File: src/rtl/dmb_tmr_pkg.sv
// Shared types and defaults for the TMR voter and its per-replica monitors.
package dmb_tmr_pkg;

    typedef enum logic [1:0] {
        OK      = 2'b00,
        SUSPECT = 2'b01,
        FAULTY  = 2'b10
    } mon_state_t;

    localparam int CNT_W_DEF     = 8;
    localparam int FAULT_RUN_DEF = 4;
    // FAULT_RUN is limited to 255, so an 8-bit run counter always suffices.
    localparam int RUN_W         = 8;

endpackage

File: src/rtl/tmr_replica_mon.sv
// Per-replica health monitor: saturating mismatch counter plus OK/SUSPECT/FAULTY
// tracker that declares a replica faulty after FAULT_RUN consecutive mismatches.
module tmr_replica_mon
    import dmb_tmr_pkg::*;
#(
    parameter int CNT_W     = CNT_W_DEF,
    parameter int FAULT_RUN = FAULT_RUN_DEF
) (
    input  logic             CLK,
    input  logic             RST,
    input  logic             CE,
    input  logic             CLR_ERR,
    input  logic             mis,
    output logic [CNT_W-1:0] err_cnt,
    output logic             fault
);

    localparam logic [RUN_W-1:0] RUN_LIM = RUN_W'(FAULT_RUN);

    mon_state_t       state_p1, state_d;
    logic [RUN_W-1:0] run_p1, run_d;
    logic [CNT_W-1:0] err_p1;

    function automatic logic [CNT_W-1:0] sat_inc(input logic [CNT_W-1:0] cnt);
        return (cnt == '1) ? cnt : cnt + 1'b1;
    endfunction

    always_comb begin
        state_d = state_p1;
        run_d   = run_p1;
        case (state_p1)
            OK: begin
                if (mis) begin
                    run_d   = RUN_W'(1);
                    state_d = (FAULT_RUN == 1) ? FAULTY : SUSPECT;
                end
            end
            SUSPECT: begin
                if (mis) begin
                    run_d = run_p1 + 1'b1;
                    if (run_p1 + 1'b1 == RUN_LIM)
                        state_d = FAULTY;
                end else begin
                    run_d   = '0;
                    state_d = OK;
                end
            end
            FAULTY: begin
                state_d = FAULTY;
            end
            default: begin
                state_d = OK;
                run_d   = '0;
            end
        endcase
    end

    // ---- stage 1: monitor state, run length and error count ----
    always_ff @(posedge CLK) begin
        if (RST || CLR_ERR) begin
            state_p1 <= OK;
            run_p1   <= '0;
            err_p1   <= '0;
        end else if (CE) begin
            state_p1 <= state_d;
            run_p1   <= run_d;
            if (mis)
                err_p1 <= sat_inc(err_p1);
        end
    end

    assign err_cnt = err_p1;
    assign fault   = (state_p1 == FAULTY);

endmodule

File: src/rtl/tmr_vote_mon.sv
// Registered bitwise 2-of-3 voter with per-replica mismatch flags, a sticky
// multi-replica flag and three replica health monitors.
module tmr_vote_mon
    import dmb_tmr_pkg::*;
#(
    parameter int WIDTH     = 16,
    parameter int CNT_W     = CNT_W_DEF,
    parameter int FAULT_RUN = FAULT_RUN_DEF
) (
    input  logic             CLK,
    input  logic             RST,
    input  logic             CE,
    input  logic [WIDTH-1:0] A,
    input  logic [WIDTH-1:0] B,
    input  logic [WIDTH-1:0] C,
    input  logic             CLR_ERR,
    output logic [WIDTH-1:0] V,
    output logic [2:0]       MIS,
    output logic             MULTI,
    output logic [CNT_W-1:0] ERR_A,
    output logic [CNT_W-1:0] ERR_B,
    output logic [CNT_W-1:0] ERR_C,
    output logic [2:0]       FAULT
);

    logic [WIDTH-1:0] maj_p0;
    logic [2:0]       mis_p0;
    logic             multi_hit_p0;

    logic [WIDTH-1:0] v_p1;
    logic [2:0]       mis_p1;
    logic             multi_p1;

    // ---- stage 0: combinational vote and mismatch reduction ----
    assign maj_p0       = (A & B) | (B & C) | (A & C);
    assign mis_p0       = {|(C ^ maj_p0), |(B ^ maj_p0), |(A ^ maj_p0)};
    assign multi_hit_p0 = (mis_p0[0] & mis_p0[1]) | (mis_p0[1] & mis_p0[2]) |
                          (mis_p0[0] & mis_p0[2]);

    // ---- stage 1: registered vote, flags and sticky multi-error ----
    always_ff @(posedge CLK) begin
        if (RST) begin
            v_p1   <= '0;
            mis_p1 <= '0;
        end else if (CE) begin
            v_p1   <= maj_p0;
            mis_p1 <= mis_p0;
        end
    end

    // CLR_ERR clears the sticky flag even when CE is low.
    always_ff @(posedge CLK) begin
        if (RST || CLR_ERR)
            multi_p1 <= 1'b0;
        else if (CE && multi_hit_p0)
            multi_p1 <= 1'b1;
    end

    tmr_replica_mon #(.CNT_W(CNT_W), .FAULT_RUN(FAULT_RUN)) u_mon_a (
        .CLK(CLK), .RST(RST), .CE(CE), .CLR_ERR(CLR_ERR),
        .mis(mis_p0[0]), .err_cnt(ERR_A), .fault(FAULT[0])
    );

    tmr_replica_mon #(.CNT_W(CNT_W), .FAULT_RUN(FAULT_RUN)) u_mon_b (
        .CLK(CLK), .RST(RST), .CE(CE), .CLR_ERR(CLR_ERR),
        .mis(mis_p0[1]), .err_cnt(ERR_B), .fault(FAULT[1])
    );

    tmr_replica_mon #(.CNT_W(CNT_W), .FAULT_RUN(FAULT_RUN)) u_mon_c (
        .CLK(CLK), .RST(RST), .CE(CE), .CLR_ERR(CLR_ERR),
        .mis(mis_p0[2]), .err_cnt(ERR_C), .fault(FAULT[2])
    );

    assign V     = v_p1;
    assign MIS   = mis_p1;
    assign MULTI = multi_p1;

endmodule

File: config.mk
export PLATFORM = sky130hd
export DESIGN_NAME = tmr_vote_mon
export DESIGN_NICKNAME = d
export VERILOG_FILES = /design/src/rtl/dmb_tmr_pkg.sv /design/src/rtl/tmr_replica_mon.sv /design/src/rtl/tmr_vote_mon.sv
export SDC_FILE = /design/constraint.sdc
export NUM_CORES = 1
export LEC_CHECK = 0
export BUFFER_PORTS_ARGS = -buffer_cell sky130_fd_sc_hd__buf_4
export CAP_MARGIN = 15
export CORE_MARGIN = 4
export CORE_UTILIZATION = 55
export CTS_BUF_LIST = sky130_fd_sc_hd__clkbuf_16
export CTS_CLUSTER_DIAMETER = 50
export DETAILED_ROUTE_END_ITERATION = 7
export GPL_TIMING_DRIVEN = 0
export PLACE_DENSITY = 0.8
export SLEW_MARGIN = 15
export SYNTH_ARGS = -nofsm -noshare
export SYNTH_HDL_FRONTEND = slang
export SYNTH_SLANG_ARGS = --single-unit
export TNS_END_PERCENT = 50
File: constraint.sdc
create_clock -name CLK -period 4 [get_ports CLK]
set_input_delay 0.4 -clock CLK [delete_from_list [all_inputs] [get_ports CLK]]
set_output_delay 0.4 -clock CLK [all_outputs]
set_load 0.05 [all_outputs]
==> results summary, run 1 <==
The run finished with clean final reports. The remaining global-route overflow is 0. The buffer depth of the longest clock path came out at 2. The number of global-route vias before repair was approximately 4,700. The layout overhead on the synthesized area came out at 24.1%. During I/O placement, the number of pins put on the boundary was 99. The share of synthesized registers carrying an async set or reset came out at 0. The worst-case headroom to the max-slew limit came out at 0.489. The xor-xnor portion of the synthesized cell area came out at 0.0217. In the post-synthesis netlist, the biggest area contributors are sky130_fd_sc_hd__dfxtp_1 31%, sky130_fd_sc_hd__nand2_1 6.1%, sky130_fd_sc_hd__nand3b_1 4.3%.

The share of total power in the clock network came out at 0.423. The biggest area contributor in the post-synthesis netlist is sky130_fd_sc_hd__dfxtp_1. The root buffer cell chosen for the clock tree is sky130_fd_sc_hd__clkbuf_16. The critical path crosses 9 cells after its start point. The largest clock skew in the final design came out at just under 0.005 ns. The count of flip-flops with a built-in enable after synthesis is 0. The first detailed-routing pass took 6 iterations.

The area after detailed placement came out at 5720 sq um. The placeable core region came out at 8640 sq um. The setup path with the least slack is of type input pin to register.

The global-route wire length before repair came out at approximately 22,000 microns. The number of hold violations in the final report is 0. The CTS tree is built.

The total of max-cap violations came out at 0. The placed cell count is ~820. The number of clock sinks seen by CTS is 74. Of the total synthesized cell area, the portion taken by full adders, half adders and majority gates is 0.0206. The count of cells along the worst hold path came out at 3. The final count of negative-setup-slack endpoints came out at 0.

STA classifies the critical path startpoint as an input pin. The total power came out at about 0.0020 W. The CTS clock-pin slew for the worst setup and hold paths is 0.06 ns.

The leakage power came out at approximately 2.3 nW. The post-route DRC violation count came out at 0. The post-synthesis compound-gate area fraction is 0.226. Setup repair after global routing left no endpoint under its margin. During synthesis, Yosys emitted a total of 0 warnings. The worst hold path belongs to the class input pin to register.

Walking the worst path, the cells encountered are buf_4, or2b_1, o22ai_1, nor4_1, and4_1, buf_6, buf_2, nor4_1, a31o_2. The die area came out at about 10,000 sq um. The number of DRC markers in iteration 0 came out at ~310. The critical path required time is ~4.2 ns. The worst setup path is captured at a register. The count of buffers from port buffering is 98. The most used flip-flop cell after synthesis is sky130_fd_sc_hd__dfxtp_1. The standard cell with the maximum stage delay on the critical path is sky130_fd_sc_hd__nor4_1.

Using the TritonRoute via totals, the vias-per-cell ratio works out to ~6. The number of hold buffers added after CTS was 0. After synthesis, the most frequently instantiated cells are 79 x sky130_fd_sc_hd__nand2_1, 74 x sky130_fd_sc_hd__dfxtp_1, 48 x sky130_fd_sc_hd__nor2_1, 36 x sky130_fd_sc_hd__a21oi_1, 29 x sky130_fd_sc_hd__o21ai_0.

The delay of the slowest critical-path stage came out at 0.51 ns. In this run, synthesis produced a sequential element count of 74. After routing, the total negative slack on setup checks comes to 0 ns.

The die width is roughly 100 microns. The number of buffers inserted by post-CTS setup repair is 0. Counting cells, the worst reg-to-reg path comes to 7. The portion of synthesized cell area occupied by the leading cell type is 0.305.

The switching power share of the total is 0.278. The post-synthesis cell count is 609. The vertical extent of the die is 102 microns. Summing all non-filler instances in the final layout gives an area of 6020 sq um. The antenna cell count is 0. The global-route usage over all layers came out at 0.266. The H-tree generated during clock tree synthesis spans 3 levels.

The final routed wirelength across all metal layers came out at 13,700 microns. The power share of the sequential group is 0.392. The number of different library cells in the post-synthesis netlist came out at 65. The number of cells in the finished layout apart from fillers came out at 830. The shortest clock period the worst path allows after layout came out at 2.04 ns. The gate family responsible for the most delay along the worst path is simple AND/OR/NAND/NOR gates.

The net count after synthesis came out at 669. The initialized floorplan defines 34 standard-cell rows. Together, buffers and inverters on the worst path number 3. The internal power summed over all cells is between 0.001 and 0.0015 W. The clock network latency to the later pin of the worst-skew pair is between 0.3 and 0.4 ns. sky130_fd_sc_hd__nand2_1 is the most common cell in the netlist. The number of instances resized during post-cts repair is 0. For this design the total switching power over the nets is roughly 0.00055 W. The share of cells above drive strength 1 came out at 0.209.

The maximum clock rate is slightly below 500 MHz. The initial standard-cell utilization of the core came out at 0.562. The data arrival time of the critical path is around 2.3 ns. The final weighted congestion in routability-driven placement is about 0.9. The measured slew at the worst slew-check pin is approximately 0.76 ns.

The portion of synthesized area spent on multiplexers is 0.0191. Of the synthesized area, sequential elements account for 0.305. The mean area per synthesized cell came out at 7.97 sq um. The average wire per cell in the routed design came out at ~16 microns. The worst-case IR drop observed on VDD is roughly 0.24 mV.

The CTS buffer count is 9. Across all layers, the routed design uses 5,080 vias. The maximum number of pins on one net before global-route repair is 12. By area, the combinational part of the netlist is dominated by simple AND/OR/NAND/NOR gates.

The netlist area before placement is about 4900 sq um. The max-slew violation count was 0. Of the total synthesized cell area, the portion taken by AND, OR, NAND and NOR gates is 0.374.

The sum of net half-perimeters after detailed placement is just over 10,000 microns. The number of nets still failing antenna checks after routing is 0. The portion of total power attributed to combinational logic came out at 0.185. The total power divided by cell area came out at 328 nW/um^2. The most prevalent standard cell on the critical path is sky130_fd_sc_hd__nor4_1.

The core utilization of the finished layout came out at 0.698. The top fanout value on the critical path came out at 10. The net count of the finished layout came out at a little under 800. The number of antenna violations at the first check in global routing came out at 0. Of the available clock period, the critical path in the final layout requires 0.510.
==> through the flow <==
| stage | setup slack (ns) | hold slack, ns |
|---|---|---|
| finish | 1.96 | 0.368 |
| floorplan | 2.06 | 0.441 |
| CTS | 1.98 | 0.372 |
| detailed placement | 1.65 | 0.463 |
| global route | 1.81 | 0.383 |
| global placement | 1.68 | 0.453 |
==> flip-flops by register name, indices dropped and copies added (netlist names), 3 cells and up <==
register / flops
u_mon_b.err_cnt: 8
u_mon_a.err_cnt: 8
u_mon_c.run_p1: 8
V: 16
u_mon_b.run_p1: 8
u_mon_a.run_p1: 8
MIS: 3
u_mon_c.err_cnt: 8
==> logic make-up (layout without fill, tap and decap cells) <==
| logic type | count (synthesis) | after routing |
|---|---|---|
| compound gates | 154 | 154 |
| mux | 9 | 9 |
| simple gates | 317 | 317 |
| flops | 74 | 74 |
| fa+ha+maj | 8 | 8 |
| xor+xnor | 12 | 12 |
| buf+inv | 35 | 148 |
==> routing by layer <==
layer,wire length (microns),track usage,share of wire
met4,342,0.120,0.025
met1,5830,0.332,0.43
met2,6680,0.447,0.49
met3,835,0.0505,0.061
met5,0,0,0
==> cell usage in the layout, fill, tap and decap left out, drive strengths merged, types with 7 or more instances in the layout <==
| master | n |
|---|---|
| dfxtp | 74 |
| or4 | 12 |
| o22ai | 16 |
| ha | 8 |
| nand3 | 25 |
| clkbuf | 30 |
| o21ai | 39 |
| nor2 | 48 |
| buf | 107 |
| or3b | 20 |
| nand2b | 22 |
| and3 | 9 |
| a311oi | 22 |
| inv | 7 |
| nand2 | 79 |
| nor4 | 13 |
| nor3 | 9 |
| mux2i | 7 |
| o31ai | 7 |
| nand3b | 28 |
| nand4 | 21 |
| xnor2 | 9 |
| a21oi | 36 |
==> worst paths after layout <==
kind / startpoint / end / slack, ns
worst max-delay path: B[8] / u_mon_b.run_p1[6]$_SDFFE_PP0P_ / 1.96
worst min-delay path: CLR_ERR / u_mon_a.err_cnt[5]$_SDFFE_PP0P_ / 0.37
worst max register to register: u_mon_b.err_cnt[3]$_SDFFE_PP0P_ / u_mon_b.err_cnt[2]$_SDFFE_PP0P_ / 2.05
worst min register to register: u_mon_a.run_p1[7]$_SDFFE_PP0P_ / u_mon_a.run_p1[7]$_SDFFE_PP0P_ / 0.47
==> power groups by stage <==
stage	sequential (W)	clock [W]	combinational, W
2_1_floorplan	0.000846	0	0.000160
3_3_place_gp	0.000789	0	0.000355
3_5_place_dp	0.000789	0	0.000363
4_1_cts	0.000774	0.000843	0.000364
5_1_grt	0.000777	0.000875	0.000395
6_report	0.000774	0.000837	0.000365
==> area by class of cell <==
cell class | count | area (sq um)
Clock buffer | 9 | 225
Buffer | 30 | 141
Timing Repair Buffer | 98 | 736
Sequential cell | 74 | 1480
Inverter | 5 | 18.8
Multi-Input combinational cell | 500 | 3210
Clock inverter | 6 | 75.1
Tap cell | 108 | 135
Fill cell | 712 | 2610
==> tightest hold or removal path: stages <==
cell and delay (ns):
sky130_fd_sc_hd__buf_4 0.09, sky130_fd_sc_hd__or3_1 0.10, sky130_fd_sc_hd__mux2i_1 0.06
No activity file was read; power rests on OpenSTA's default activity.
==> run 2, diff against run 1 <==
CORE_UTILIZATION = 50   (was 55)
PLACE_DENSITY = 0.77   (was 0.8)
clock period = 1.7 ns   (was 4 ns; I/O delays follow)
==> results summary, run 2 (synthesis results as in run 1) <==
The flow ran to the end, but the final reports show violations. The final reports fail on setup timing. Across every metal layer, demand over resource in global routing totals 0.260. The critical path in this run is classified as register to register. The die area is between 10,000 and 15,000 sq um. The internal power summed over all cells is 0.00364 W.

For this design, the slowest cell found on the critical path is sky130_fd_sc_hd__or4b_2. The final weighted congestion in routability-driven placement came out at between 0.8 and 0.9. The final design area excluding fillers is about 6400 sq um. The final route contains between 5,000 and 6,000 vias.

The analysis attributes to net switching a power of 0.00137 W. The antenna cell count came out at 0. The max-slew violation count came to 0.

For this design the static power due to leakage is 2.41 nW. The net count of the finished layout is 787. The floorplan row count came out at 35. In this run the clock root is driven by a sky130_fd_sc_hd__clkbuf_16. The switching power share of the total is 0.274. The share of total power dissipated in combinational logic is 0.186. The total of max-cap violations is 0. Setup repair after global routing could not meet its margin everywhere. The sum of net half-perimeters after detailed placement came out at 10,600 microns. The number of placed I/O pins came out at 99. The number of antenna violations at the first check in global routing is 0. The tightest min-delay check is of the input pin to register type. The launch instance of the worst register-to-register path is u_mon_a.run_p1[0]$_SDFFE_PP0P_. The post-route DRC violation count came out at 0. The number of DRC markers in iteration 0 is 328. The first global-routing pass estimated 24,000 microns of wire. The first detailed-routing pass took 5 iterations. STA classifies the critical path startpoint as a register. Entering global routing, the biggest net connects 13 pins. The launching element of the worst setup path is u_mon_a.run_p1[0]$_SDFFE_PP0P_.

From left edge to right edge, the die measures about 110 microns. The die is ~110 microns tall. The smallest setup slack after layout came out at -0.0568 ns. The top fanout value on the critical path is 6. The combined buffer and inverter count along the critical path is 0. The largest clock skew in the final design is about 0.0041 ns. The number of clock sinks seen by CTS came out at 74. The via-per-instance ratio is a little over 6. The number of nets still failing antenna checks after routing came out at 0.

The delay of the slowest critical-path stage is 0.62 ns. The finished layout holds ~860 standard cells, fillers aside. Walking the worst path, the cells encountered are ha_1, or4b_2, nor3_4, nand4_1, a21oi_2. Power spread over the standard cell area amounts to between 700 and 800 nW/um^2. In the layout the commonest cells are 112 x sky130_fd_sc_hd__buf_4, 77 x sky130_fd_sc_hd__nand2_1, 48 x sky130_fd_sc_hd__nor2_1.

STA classifies the critical path endpoint as a register. In the final layout, the share of cells above drive strength 1 is 0.306. The shortest clock period the worst path allows after layout is approximately 1.8 ns. The CTS buffer count is 9.

The data arrival time of the critical path is between 2 and 2.5 ns. The initial standard-cell utilization of the core is 0.520. The layout overhead on the synthesized area is 31.7%. Across all hold checks on the routed design, the worst slack comes to 0.118 ns.

The total area inside the core boundary comes to ~9300 sq um. Dividing the detail-routed wire length by the instance count gives ~17 microns. The worst hold path begins at CLR_ERR.

Setup violations remaining at the end of the flow were counted as 9. The buffer depth of the longest clock path is 2. The H-tree was split into 3 levels. On the critical path the largest part of the delay comes from simple AND/OR/NAND/NOR gates.

The critical path required time is between 1.5 and 2 ns. The placed cell count came out at between 800 and 900. For the worst-skew pair, the clock arrives at the later sink with an insertion delay of around 0.33 ns. The final routed wirelength across all metal layers is roughly 15,000 microns. The number of flip-flops in the largest register is 16.

The power share of the sequential group is 0.362. The number of global-route vias before repair was approximately 5,000. The CTS clock-pin slew for the worst setup and hold paths is around 0.060 ns. The maximum clock rate is ~570 MHz. The number of hold violations in the final report came out at 0. Leaving out fill and tap cells, the most frequent cell in the layout is sky130_fd_sc_hd__buf_4. The worst IR drop on VDD is 0.399 mV. The area after detailed placement came out at about 5800 sq um. The measured slew at the worst slew-check pin is roughly 0.81 ns. The share of the clock period used by the worst path after layout came out at 1.03.

The share of total power in the clock network is 0.452. TritonCTS built the clock tree. Headroom to the max-slew limit came out at 0.460.

Input and output buffers added on the ports amount to 98. The remaining global-route overflow came out at 0.
run 2: cell count changes in the layout (fill, tap and decap cells not counted), moves of 4 or more:
cell                       delta
sky130_fd_sc_hd__dfxtp_4      +5
sky130_fd_sc_hd__dfxtp_2     +25
sky130_fd_sc_hd__clkbuf_2     +4
sky130_fd_sc_hd__dfxtp_1     -30
sky130_fd_sc_hd__clkbuf_1     -7
sky130_fd_sc_hd__buf_4       +11
run 2: worst paths after layout:
| check | endpoint | slack [ns] | depth (start not counted) |
|---|---|---|---|
| setup / recovery | u_mon_a.state_p1[1]$_SDFFE_PP0P_ | -0.06 | 5 |
| setup reg to reg | u_mon_a.state_p1[1]$_SDFFE_PP0P_ | -0.06 | 5 |
| hold / removal | u_mon_a.err_cnt[5]$_SDFFE_PP0P_ | 0.12 | 3 |
| hold reg to reg | u_mon_a.run_p1[7]$_SDFFE_PP0P_ | 0.47 | 2 |
run 2: per-layer routing:
metal / track usage / part of all wire / vias to the layer above
met3: 0.0425 / 0.051 / 31
met5: 0 / 0 / -
met2: 0.449 / 0.49 / 178
met1: 0.318 / 0.43 / 2509
li1: - / - / 2561
met4: 0.116 / 0.027 / 0
run 2: per-stage QoR:
step / setup slack (ns) / TNS (ns) / power [W] / util
2_1_floorplan: 0.00817 / 0 / 0.00237 / -
3_3_place_gp: -0.454 / -18.77 / 0.00270 / 0.623
3_5_place_dp: -0.493 / -20.78 / 0.00272 / 0.623
4_1_cts: -0.120 / -0.191 / 0.00498 / 0.665
5_1_grt: -0.105 / -2.21 / 0.00518 / 0.685
6_report: -0.0568 / -0.349 / 0.00502 / 0.685
run 2: layout make-up:
cell class                 count  area (sq um)
fill                         771          2940
clock inverter                 6           103
multi-input combinational    500          3360
clock buffer                  10           250
sequential                    74          1530
tap                          129           161
timing repair buffer         109           818
inverter                       5          18.8
buffer                        28           153
run 2: worst reg2reg max path: stages (launching register included):
cell and delay [ns]:
sky130_fd_sc_hd__dfxtp_2 0.39, sky130_fd_sc_hd__ha_1 0.15, sky130_fd_sc_hd__or4b_2 0.62, sky130_fd_sc_hd__nor3_4 0.22, sky130_fd_sc_hd__nand4_1 0.15, sky130_fd_sc_hd__a21oi_2 0.15
run 2: power by group through the flow:
stage / clock network, W / logic, W / registers (W)
floorplan: 0 / 0.000381 / 0.00199
global placement: 0 / 0.000843 / 0.00185
detailed placement: 0 / 0.000867 / 0.00185
CTS: 0.00229 / 0.000875 / 0.00182
global route: 0.00236 / 0.000998 / 0.00182
finish: 0.00227 / 0.000932 / 0.00182
run 2: repair_timing:
item,CTS,global route
pin swaps,2,11
setup buffers,0,11
endpoints found under the setup margin,24,51
hold endpoints to repair,0,0
resized for setup,16,34
hold buffers,0,0
